--- config.mk ---
export PLATFORM = sky130hd
export DESIGN_NAME = avalon_enforcer_flat
export DESIGN_NICKNAME = d
export VERILOG_FILES = /design/src/rtl/avalon_enforcer_pkg.sv /design/src/rtl/avalon_st_if.sv /design/src/rtl/avalon_enforcer.sv /design/src/flat_wrapper.sv
export SDC_FILE = /design/constraint.sdc
export NUM_CORES = 1
export LEC_CHECK = 0
export CORE_AREA = 2 2 107 109
export DETAILED_ROUTE_END_ITERATION = 10
export DIE_AREA = 0 0 109 111
export PLACE_DENSITY = 0.6
export SKIP_LAST_GASP = 1
export SLEW_MARGIN = 30
export SYNTH_ARGS = -nofsm -noshare
export SYNTH_HDL_FRONTEND = slang
export SYNTH_SLANG_ARGS = --single-unit
--- constraint.sdc ---
create_clock -name clk -period 0.99 [get_ports clk]
set_input_delay 0.198 -clock clk [delete_from_list [all_inputs] [get_ports clk]]
set_output_delay 0.198 -clock clk [all_outputs]
set_load 0.02 [all_outputs]
--- src/rtl/avalon_enforcer_pkg.sv ---
// Shared types and helpers for the Avalon-ST protocol enforcer.
package avalon_enforcer_pkg;

  typedef enum logic {
    IDLE      = 1'b0,
    IN_PACKET = 1'b1
  } state_t;

  localparam int DEFAULT_DATA_WIDTH_IN_BYTES = 16;

  // Width of the empty field; clamped to 1 so a 1-byte bus still has a legal vector.
  function automatic int empty_width(input int bytes);
    return (bytes > 1) ? $clog2(bytes) : 1;
  endfunction

  localparam int DEFAULT_EMPTY_WIDTH = empty_width(DEFAULT_DATA_WIDTH_IN_BYTES);

endpackage

--- src/rtl/avalon_st_if.sv ---
// Avalon-ST bundle: data, valid, sop, eop and empty travel downstream, rdy travels upstream.
interface avalon_st_if
  import avalon_enforcer_pkg::*;
#(
  parameter int DATA_WIDTH_IN_BYTES = DEFAULT_DATA_WIDTH_IN_BYTES
);
  localparam int EMPTY_WIDTH = empty_width(DATA_WIDTH_IN_BYTES);

  logic [8*DATA_WIDTH_IN_BYTES-1:0] data;
  logic                             valid;
  logic                             sop;
  logic                             eop;
  logic [EMPTY_WIDTH-1:0]           empty;
  logic                             rdy;

  modport master (output data, valid, sop, eop, empty, input rdy);
  modport slave  (input data, valid, sop, eop, empty, output rdy);
endinterface

--- src/rtl/avalon_enforcer.sv ---
// Protocol guard: forwards only beats belonging to legal sop..eop packets, drains
// everything else and flags the two framing faults with registered one-cycle pulses.
module avalon_enforcer
  import avalon_enforcer_pkg::*;
#(
  parameter int DATA_WIDTH_IN_BYTES = DEFAULT_DATA_WIDTH_IN_BYTES
) (
  input  logic       clk,
  input  logic       rst,
  avalon_st_if.slave  untrusted,
  avalon_st_if.master enforced,
  output logic       valid_out_of_packet,
  output logic       second_sop_indc
);
  localparam int EMPTY_WIDTH = empty_width(DATA_WIDTH_IN_BYTES);

  state_t state_reg, state_next;
  logic   voop_reg, voop_next;
  logic   sop2_reg, sop2_next;

  logic                   legal;
  logic                   accept;
  logic                   src_rdy;
  logic                   out_valid;
  logic                   out_sop;
  logic                   out_eop;
  logic [EMPTY_WIDTH-1:0] out_empty;

  // A beat is legal if it opens a packet from IDLE or lies inside an open packet.
  assign legal  = (state_reg == IN_PACKET) || untrusted.sop;
  assign accept = untrusted.valid && src_rdy;

  always_comb begin
    out_valid = 1'b0;
    out_sop   = 1'b0;
    out_eop   = 1'b0;
    out_empty = '0;
    src_rdy   = 1'b1;
    if (legal) begin
      out_valid = untrusted.valid;
      out_sop   = (state_reg == IDLE) ? untrusted.sop : 1'b0;
      out_eop   = untrusted.eop;
      out_empty = untrusted.eop ? untrusted.empty : '0;
      src_rdy   = enforced.rdy;
    end
  end

  always_comb begin
    state_next = state_reg;
    voop_next  = 1'b0;
    sop2_next  = 1'b0;
    if (accept) begin
      case (state_reg)
        IDLE: begin
          if (!untrusted.sop) begin
            voop_next = 1'b1;
          end else if (!untrusted.eop) begin
            state_next = IN_PACKET;
          end
        end
        IN_PACKET: begin
          // A stray sop is flagged but does not restart the packet; eop still closes it.
          sop2_next = untrusted.sop;
          if (untrusted.eop) begin
            state_next = IDLE;
          end
        end
        default: state_next = IDLE;
      endcase
    end
  end

  always_ff @(posedge clk or posedge rst) begin
    if (rst) begin
      state_reg <= IDLE;
      voop_reg  <= 1'b0;
      sop2_reg  <= 1'b0;
    end else begin
      state_reg <= state_next;
      voop_reg  <= voop_next;
      sop2_reg  <= sop2_next;
    end
  end

  assign enforced.data  = untrusted.data;
  assign enforced.valid = out_valid;
  assign enforced.sop   = out_sop;
  assign enforced.eop   = out_eop;
  assign enforced.empty = out_empty;
  assign untrusted.rdy  = src_rdy;

  assign valid_out_of_packet = voop_reg;
  assign second_sop_indc     = sop2_reg;

endmodule

--- src/flat_wrapper.sv ---
// flat-port wrapper written by rule: the top's interface ports become plain ports
module avalon_enforcer_flat import avalon_enforcer_pkg::*;
#(
  parameter int DATA_WIDTH_IN_BYTES = DEFAULT_DATA_WIDTH_IN_BYTES
)
  (clk, rst, valid_out_of_packet, second_sop_indc, untrusted_data, untrusted_valid, untrusted_sop, untrusted_eop, untrusted_empty, untrusted_rdy, enforced_data, enforced_valid, enforced_sop, enforced_eop, enforced_empty, enforced_rdy);
  avalon_st_if #(.DATA_WIDTH_IN_BYTES(DATA_WIDTH_IN_BYTES)) untrusted_i ();
  avalon_st_if #(.DATA_WIDTH_IN_BYTES(DATA_WIDTH_IN_BYTES)) enforced_i ();
  input  logic clk;
  input  logic rst;
  output logic valid_out_of_packet;
  output logic second_sop_indc;
  input wire logic [$bits(untrusted_i.data)-1:0] untrusted_data;
  input wire logic [$bits(untrusted_i.valid)-1:0] untrusted_valid;
  input wire logic [$bits(untrusted_i.sop)-1:0] untrusted_sop;
  input wire logic [$bits(untrusted_i.eop)-1:0] untrusted_eop;
  input wire logic [$bits(untrusted_i.empty)-1:0] untrusted_empty;
  output wire logic [$bits(untrusted_i.rdy)-1:0] untrusted_rdy;
  output wire logic [$bits(enforced_i.data)-1:0] enforced_data;
  output wire logic [$bits(enforced_i.valid)-1:0] enforced_valid;
  output wire logic [$bits(enforced_i.sop)-1:0] enforced_sop;
  output wire logic [$bits(enforced_i.eop)-1:0] enforced_eop;
  output wire logic [$bits(enforced_i.empty)-1:0] enforced_empty;
  input wire logic [$bits(enforced_i.rdy)-1:0] enforced_rdy;
  assign untrusted_i.data = untrusted_data;
  assign untrusted_i.valid = untrusted_valid;
  assign untrusted_i.sop = untrusted_sop;
  assign untrusted_i.eop = untrusted_eop;
  assign untrusted_i.empty = untrusted_empty;
  assign untrusted_rdy = untrusted_i.rdy;
  assign enforced_data = enforced_i.data;
  assign enforced_valid = enforced_i.valid;
  assign enforced_sop = enforced_i.sop;
  assign enforced_eop = enforced_i.eop;
  assign enforced_empty = enforced_i.empty;
  assign enforced_i.rdy = enforced_rdy;
  avalon_enforcer #(.DATA_WIDTH_IN_BYTES(DATA_WIDTH_IN_BYTES)) u_core (.clk(clk), .rst(rst), .untrusted(untrusted_i), .enforced(enforced_i), .valid_out_of_packet(valid_out_of_packet), .second_sop_indc(second_sop_indc));
endmodule
==> flow_summary.yaml, run 1 <==
synth:
  synth_top_area_share_pct: 84.58
  synthTopCellsByArea: "buf_4 (85%), dfrtp_1 (6.6%), and2_1 (2.2%)"
  yosysMostFrequentCell: "buf_4"
  synthArstFlopShare_pct: 100.0
  ys_types: 12
  synth_area_sq_um: 1136
  ys_ff_latch: 3
  synth-seq-area-share_pct: 6.608
  yosysWarnings: 0
  synth_top_area_cell: "buf_4"
  synth_ff_type: "dfrtp_1"
  postSynthCellCount: 145
  synth_nets: 283
  synth_edf_count: 0
  synth_commonest_cells: "buf_4 (128), and2_1 (4), dfrtp_1 (3), a31oi_1 (2)"
  avgSynthCellArea_sq_um: 7.835
grt:
  grt_pass1_vias: 576
  overflow: 0
  antenna_found_initial: 0
  grt_use_total_pct: 5.507
  grt_first_pass_wirelength_um: 4360
  grt_max_degree: 6
drt:
  routed_wirelength_um: 3505
  drc_errors: 0
  wl_per_cell_um: 18.54
  drt_iter0_markers: 6
  routed_via_density: 2.540
  via_count: 480
  drtPass1Iterations: 2
  drtAntennaViolNets: 0
finish:
  finalInstanceArea_sq_um: 693.2
  drive_gt1_share_pct: 63.04
  fin_nets: 185
  diodes: 0
  final_util_pct: 6.258
  syn_to_final_growth_pct: -38.99
place:
  port_buffers: 19
  gp_congestion: 0.4882
  post_dp_cell_area_sq_um: 581.8
worst_setup_path:
  endpoint: "enforced_empty[0]"
  start_kind: "flip-flop"
  path_class: "reg2out"
  reg2reg_slack_ps: 120
  end_kind: "primary output"
  worst_r2r_endpoint: "u_core.state_reg"
  r2r_start: "u_core.state_reg"
  crit_path_max_fanout: 5
  cp-startpoint: "u_core.state_reg"
  worst-endpoint-arrival_ps: 1140
  reg2reg_depth: 3
  critPathRequiredTime_ps: 790
run_status:
  violations: "negative setup slack"
  status: "complete, but fails checks"
floorplan:
  die_area_sq_um: 12100
  num_io_pins: 276
  start_util_pct: 10.26
  core-area_sq_um: 11080
  die-height_um: 111
  die_w_um: 109
  placementRows: 39
sta:
  maxSlewHeadroom_pct: 85.48
  rsz0062_at_grt: "true"
  hold_viol: 0
  slew_violations: 0
  skew_ps: 1.200
  fin_crit_sh_pct: 135.0
  setup_slack_ps: -347.0
  setup_tns_ps: -2240
  fmax_mhz: 748.0
  setup_viol: 8
  tightest_slew_ps: 217.8
  fin_crit_ps: 1337
pwr:
  irDropWorstVdd_mv: 0.6663
  cellPowerDensity_nw_per_um2: 1503
  leakagePower_uw: 0.0002648
clocking:
  clockBufferDepth: 2
  cts.sink_count: 3
  clk_pin_slew_ps: 30
  cts_max_level: 1
  insertion_delay_ps: 230
  hold_buffers: 0
  cts_tree: "yes"
  root_buffer: "clkbuf_16"
  cts_made_buffers: 3
worst_hold_path:
  min_path_type: "in2async"
run:
  drv_cap: 0
[per-stage QoR]
stage / std cells / total power, uW / setup slack [ps] / hold slack [ps]
after floorplan: 145 / 989.1 / 2.764 / -48.36
after global placement: 183 / 357.9 / -883.4 / 392.8
after detailed placement: 183 / 359.6 / -922.3 / 393.7
after CTS: 188 / 1051 / -361.2 / 150.2
after global routing: 189 / 1094 / -378.7 / 177.0
final: 189 / 1042 / -347.0 / 146.8
[cells by family after synthesis]
kind of cell / after synthesis / share of synthesized area (%)
AO/OA/AOI/OAI: 3 / 2.422
AND/OR/NAND/NOR: 10 / 6.058
flip-flops: 3 / 6.608
buffers and inverters: 129 / 84.91
[how the worst min path moves through the flow]
stage / from / endpoint / slack (ps) / depth (start not counted)
final: rst / u_core.valid_out_of_packet / 150 / 2
after global routing: rst / u_core.second_sop_indc / 180 / 2
after CTS: rst / u_core.valid_out_of_packet / 150 / 2
after detailed placement: rst / u_core.valid_out_of_packet / 390 / 2
after global placement: rst / u_core.valid_out_of_packet / 390 / 2
after floorplan: rst / u_core.second_sop_indc / -50 / 1
[timing repair]
item	4_1_cts	5_1_grt
endpoints found under the setup margin	10	9
pin swaps	1	0
resized for setup	59	4
buffers inserted	1	1
hold endpoints to repair	0	0
[layout by cell type, fill, tap and decap left out, drive strengths merged]
master,n
inv,1
and2b,1
and4,1
a31oi,2
and2,5
or2,1
dfrtp,3
nor2b,1
dlymetal6s2s,1
buf,16
dlygate4sd2,1
o21a,1
nor2,1
clkbuf,4
clkdlybuf4s50,7
[power by group]
part | switching [uW] | internal (uW) | total [uW]
logic | 101 | 141 | 242
clock network | 121 | 532 | 653
registers | 11.5 | 135 | 147
total | 233 | 808 | 1040
[critical path, stage by stage (launching register included)]
cell	delay, ps
dfrtp_2	430
o21a_4	230
and2_4	140
buf_6	120
[final cells by class]
type,count,area (sq um)
fill,1283,10380
sequential,3,76.32
clock buffer,4,78.83
inverter,1,3.754
multi-input combinational,13,118.9
tap,143,178.9
timing repair buffer,25,236.5
[layer usage]
| layer | wire length (um) | share of wire [%] | GRT usage, % | up-vias |
|---|---|---|---|---|
| met5 | 0 | 0 | 0 | - |
| li1 | - | - | - | 114 |
| met3 | 1277 | 36 | 9.406 | 76 |
| met2 | 1311 | 37 | 6.418 | 144 |
| met4 | 589 | 17 | 9.829 | 0 |
| met1 | 327 | 9.3 | 0.9975 | 146 |
Power figures use the tool's default switching activity.
==> run 2: changes to the inputs <==
--- a/config.mk
+++ b/config.mk
@@ -7,5 +7,7 @@
 export LEC_CHECK = 0
-export CORE_AREA = 2 2 107 109
+export ABC_AREA = 1
+export CORE_AREA = 2 2 108 110
 export DETAILED_ROUTE_END_ITERATION = 10
-export DIE_AREA = 0 0 109 111
+export DIE_AREA = 0 0 110 112
+export GPL_TIMING_DRIVEN = 1
 export PLACE_DENSITY = 0.6
--- a/constraint.sdc
+++ b/constraint.sdc
@@ -3,2 +3,2 @@
 set_output_delay 0.198 -clock clk [all_outputs]
-set_load 0.02 [all_outputs]
+set_load 0.005 [all_outputs]
==> run 2 against run 1 <==
Effect of this change:
- the flow still finishes with violations (negative setup slack)
- maximum frequency rose by 14%
- cell count rose by 7.4%
- via count fell by 0.63%
- hold slack gained 6.6 ps
- wire length shrank 9.0%
- non-clock buffer count grew 1
- setup slack gained 160 ps
- sequential share of layout area is 0.25 points higher
- largest cell class unchanged
- largest power group unchanged
- highest routed layer is now met5
==> flow_summary.yaml, run 2 <==
worst_setup_path:
  crit_path_max_fanout: 6
  worst-endpoint-arrival_ps: 980
  max_stage_delay_ps: 380
  crit_buf_inv: 3
  path_class: "reg2out"
  critPathRequiredTime_ps: 790
  start_kind: "flip-flop"
  end_kind: "primary output"
  slowest_stage: "dfrtp_1"
  crit_family: "flip-flops"
  crit_chain: "inv_2 > nand2_4 > inv_6 > nor2_2 > buf_2"
drt:
  drt_iter0_markers: 11
  drtAntennaViolNets: 0
  routed_wirelength_um: 3191
  routed_via_density: 2.350
  drc_errors: 0
  drtPass1Iterations: 2
  via_count: 477
  wl_per_cell_um: 15.72
synth:
  yosys.area_share.adder_pct: 0
  synth-xor-area-share_pct: 0
  avgSynthCellArea_sq_um: 7.380
  synth_nets: 296
  synthTopCellsByArea: "buf_4 (82%), dfrtp_1 (6.4%), nor2_2 (3.2%)"
  postSynthCellCount: 158
  synth_top_area_share_pct: 82.40
  synth-seq-area-share_pct: 6.438
  synth_top_family_by_area: "buffers and inverters"
  synthMuxAreaShare_pct: 0
  ys_types: 11
  yosysWarnings: 0
  synth_top_area_cell: "buf_4"
  ys_ff_latch: 3
  synth_commonest_cells: "buf_4 (128), nand2_1 (6), nor2_2 (6), inv_1 (5), nor2_1 (4)"
  synth_area_sq_um: 1166
  yosysMostFrequentCell: "buf_4"
  synth_ff_type: "dfrtp_1"
  synth_compound_area_share_pct: 0.4292
  synthArstFlopShare_pct: 100.0
  yosys.area_share.simple_pct: 8.262
  synth_edf_count: 0
grt:
  grt_first_pass_wirelength_um: 3739
  grt_use_total_pct: 4.577
  antenna_found_initial: 0
  grt_pass1_vias: 504
  grt_max_degree: 7
  overflow: 0
clocking:
  cts_max_level: 1
  cts_made_buffers: 3
  clockBufferDepth: 2
  clk_pin_slew_ps: 30
  root_buffer: "clkbuf_16"
  cts_tree: "yes"
  cts.sink_count: 3
  insertion_delay_ps: 220
finish:
  syn_to_final_growth_pct: -42.81
  mostFrequentLayoutCells: "buf_2 (9), buf_4 (7), nand2_1 (6), nor2_2 (6), clkdlybuf4s50_1 (6)"
  diodes: 0
  fin_nets: 199
  layout_commonest_cell: "buf_2"
  drive_gt1_share_pct: 50.00
  fillCellCount: 1317
sta:
  setup_slack_ps: -185.8
  fin_crit_ps: 1176
  fmax_mhz: 850.5
  setup_viol: 8
  maxSlewHeadroom_pct: 86.83
  hold_viol: 0
  fin_crit_sh_pct: 118.8
  rsz0062_at_grt: "true"
  slew_violations: 0
  tightest_slew_ps: 197.5
  skew_ps: 1.613
  setup_tns_ps: -1358
run:
  drv_cap: 0
floorplan:
  die-height_um: 112
  start_util_pct: 10.44
  die_w_um: 110
  num_io_pins: 276
  core-area_sq_um: 11170
  placementRows: 39
  die_area_sq_um: 12320
place:
  port_buffers: 19
  hpwl_um: 2746
  gp_congestion: 0.6178
worst_hold_path:
  min_path_type: "in2async"
pwr:
  finalPower_uw: 955.2
  irDropWorstVdd_mv: 0.6258
  cellPowerDensity_nw_per_um2: 1432
  leakagePower_uw: 0.0002837
run_status:
  violations: "negative setup slack"
  status: "complete, but fails checks"
run 2: changes by cell type after synthesis, sizes merged:
| cell | before | now |
|---|---|---|
| nor2 | 1 | 10 |
| nand2 | 0 | 7 |
| inv | 1 | 7 |
| and2 | 5 | 0 |
| a31oi | 2 | 0 |
| nand3 | 0 | 2 |
| and2b | 1 | 0 |
| and4 | 1 | 0 |
| nor2b | 1 | 0 |
| o21a | 1 | 0 |
| o21ai | 0 | 1 |
| or2 | 1 | 0 |
run 2: worst paths after layout:
check / start / end / slack (ps) / depth (start not counted)
max in group asynchronous: rst / u_core.state_reg / 710 / 2
worst min-delay path: rst / u_core.valid_out_of_packet / 150 / 2
min in group clk: enforced_rdy / u_core.second_sop_indc / 270 / 3
worst max register to register: u_core.state_reg / u_core.state_reg / 90 / 5
worst max-delay path: u_core.state_reg / enforced_valid / -190 / 5
worst min register to register: u_core.state_reg / u_core.valid_out_of_packet / 680 / 4
run 2: where the power goes:
group          internal, uW  leakage [uW]  total (uW)  switching [uW]
logic                  97.6      0.000206         178            80.6
clock network           531     0.0000382         639             108
registers               133     0.0000399         138            4.86
run 2: area by class of cell:
class	instances	area (sq um)	area share (%)
Timing Repair Buffer	26	197.7	29.64
Inverter	7	31.28	4.690
Multi-Input combinational cell	20	105.1	15.76
Clock buffer	4	78.83	11.82
Sequential cell	3	75.07	11.26
Tap cell	143	178.9	26.83
run 2: repair_timing:
action / in CTS / in global routing
pin swaps: 2 / 2
gates resized for setup: 42 / 3
buffers inserted: 2 / 0
cloned: 0 / 0
endpoints found under the setup margin: 11 / 10
hold buffers: 0 / 0
run 2: kinds of logic after synthesis:
| logic type | after synthesis |
|---|---|
| buf+inv | 135 |
| simple gates | 19 |
| flops | 3 |
| compound gates | 1 |
run 2: through the flow:
step	instances	worst slack [ps]	instance area [sq um]	utilization (%)	hold slack (ps)
CTS	203	-198.0	666.9	5.968	157.7
floorplan	158	154.9	1166	-	-48.36
detailed placement	197	-671.0	611.8	5.475	385.7
finish	203	-185.8	666.9	5.968	153.4
global placement	197	-666.3	611.8	5.475	374.5
global route	203	-234.4	666.9	5.968	177.5
run 2: routing by layer:
layer	track usage, %	vias to the layer above	wire length [um]
met5	2.941	-	48
met4	5.992	2	380
met3	8.607	46	1253
met2	5.930	125	1247
met1	0.5289	159	261
li1	-	145	-
run 2: worst register-to-register path: cells and delay by family (launching register included):
| family | cells | cell delay, ps |
|---|---|---|
| flops | 1 | 380 |
| buf+inv | 2 | 210 |
| simple gates | 3 | 200 |
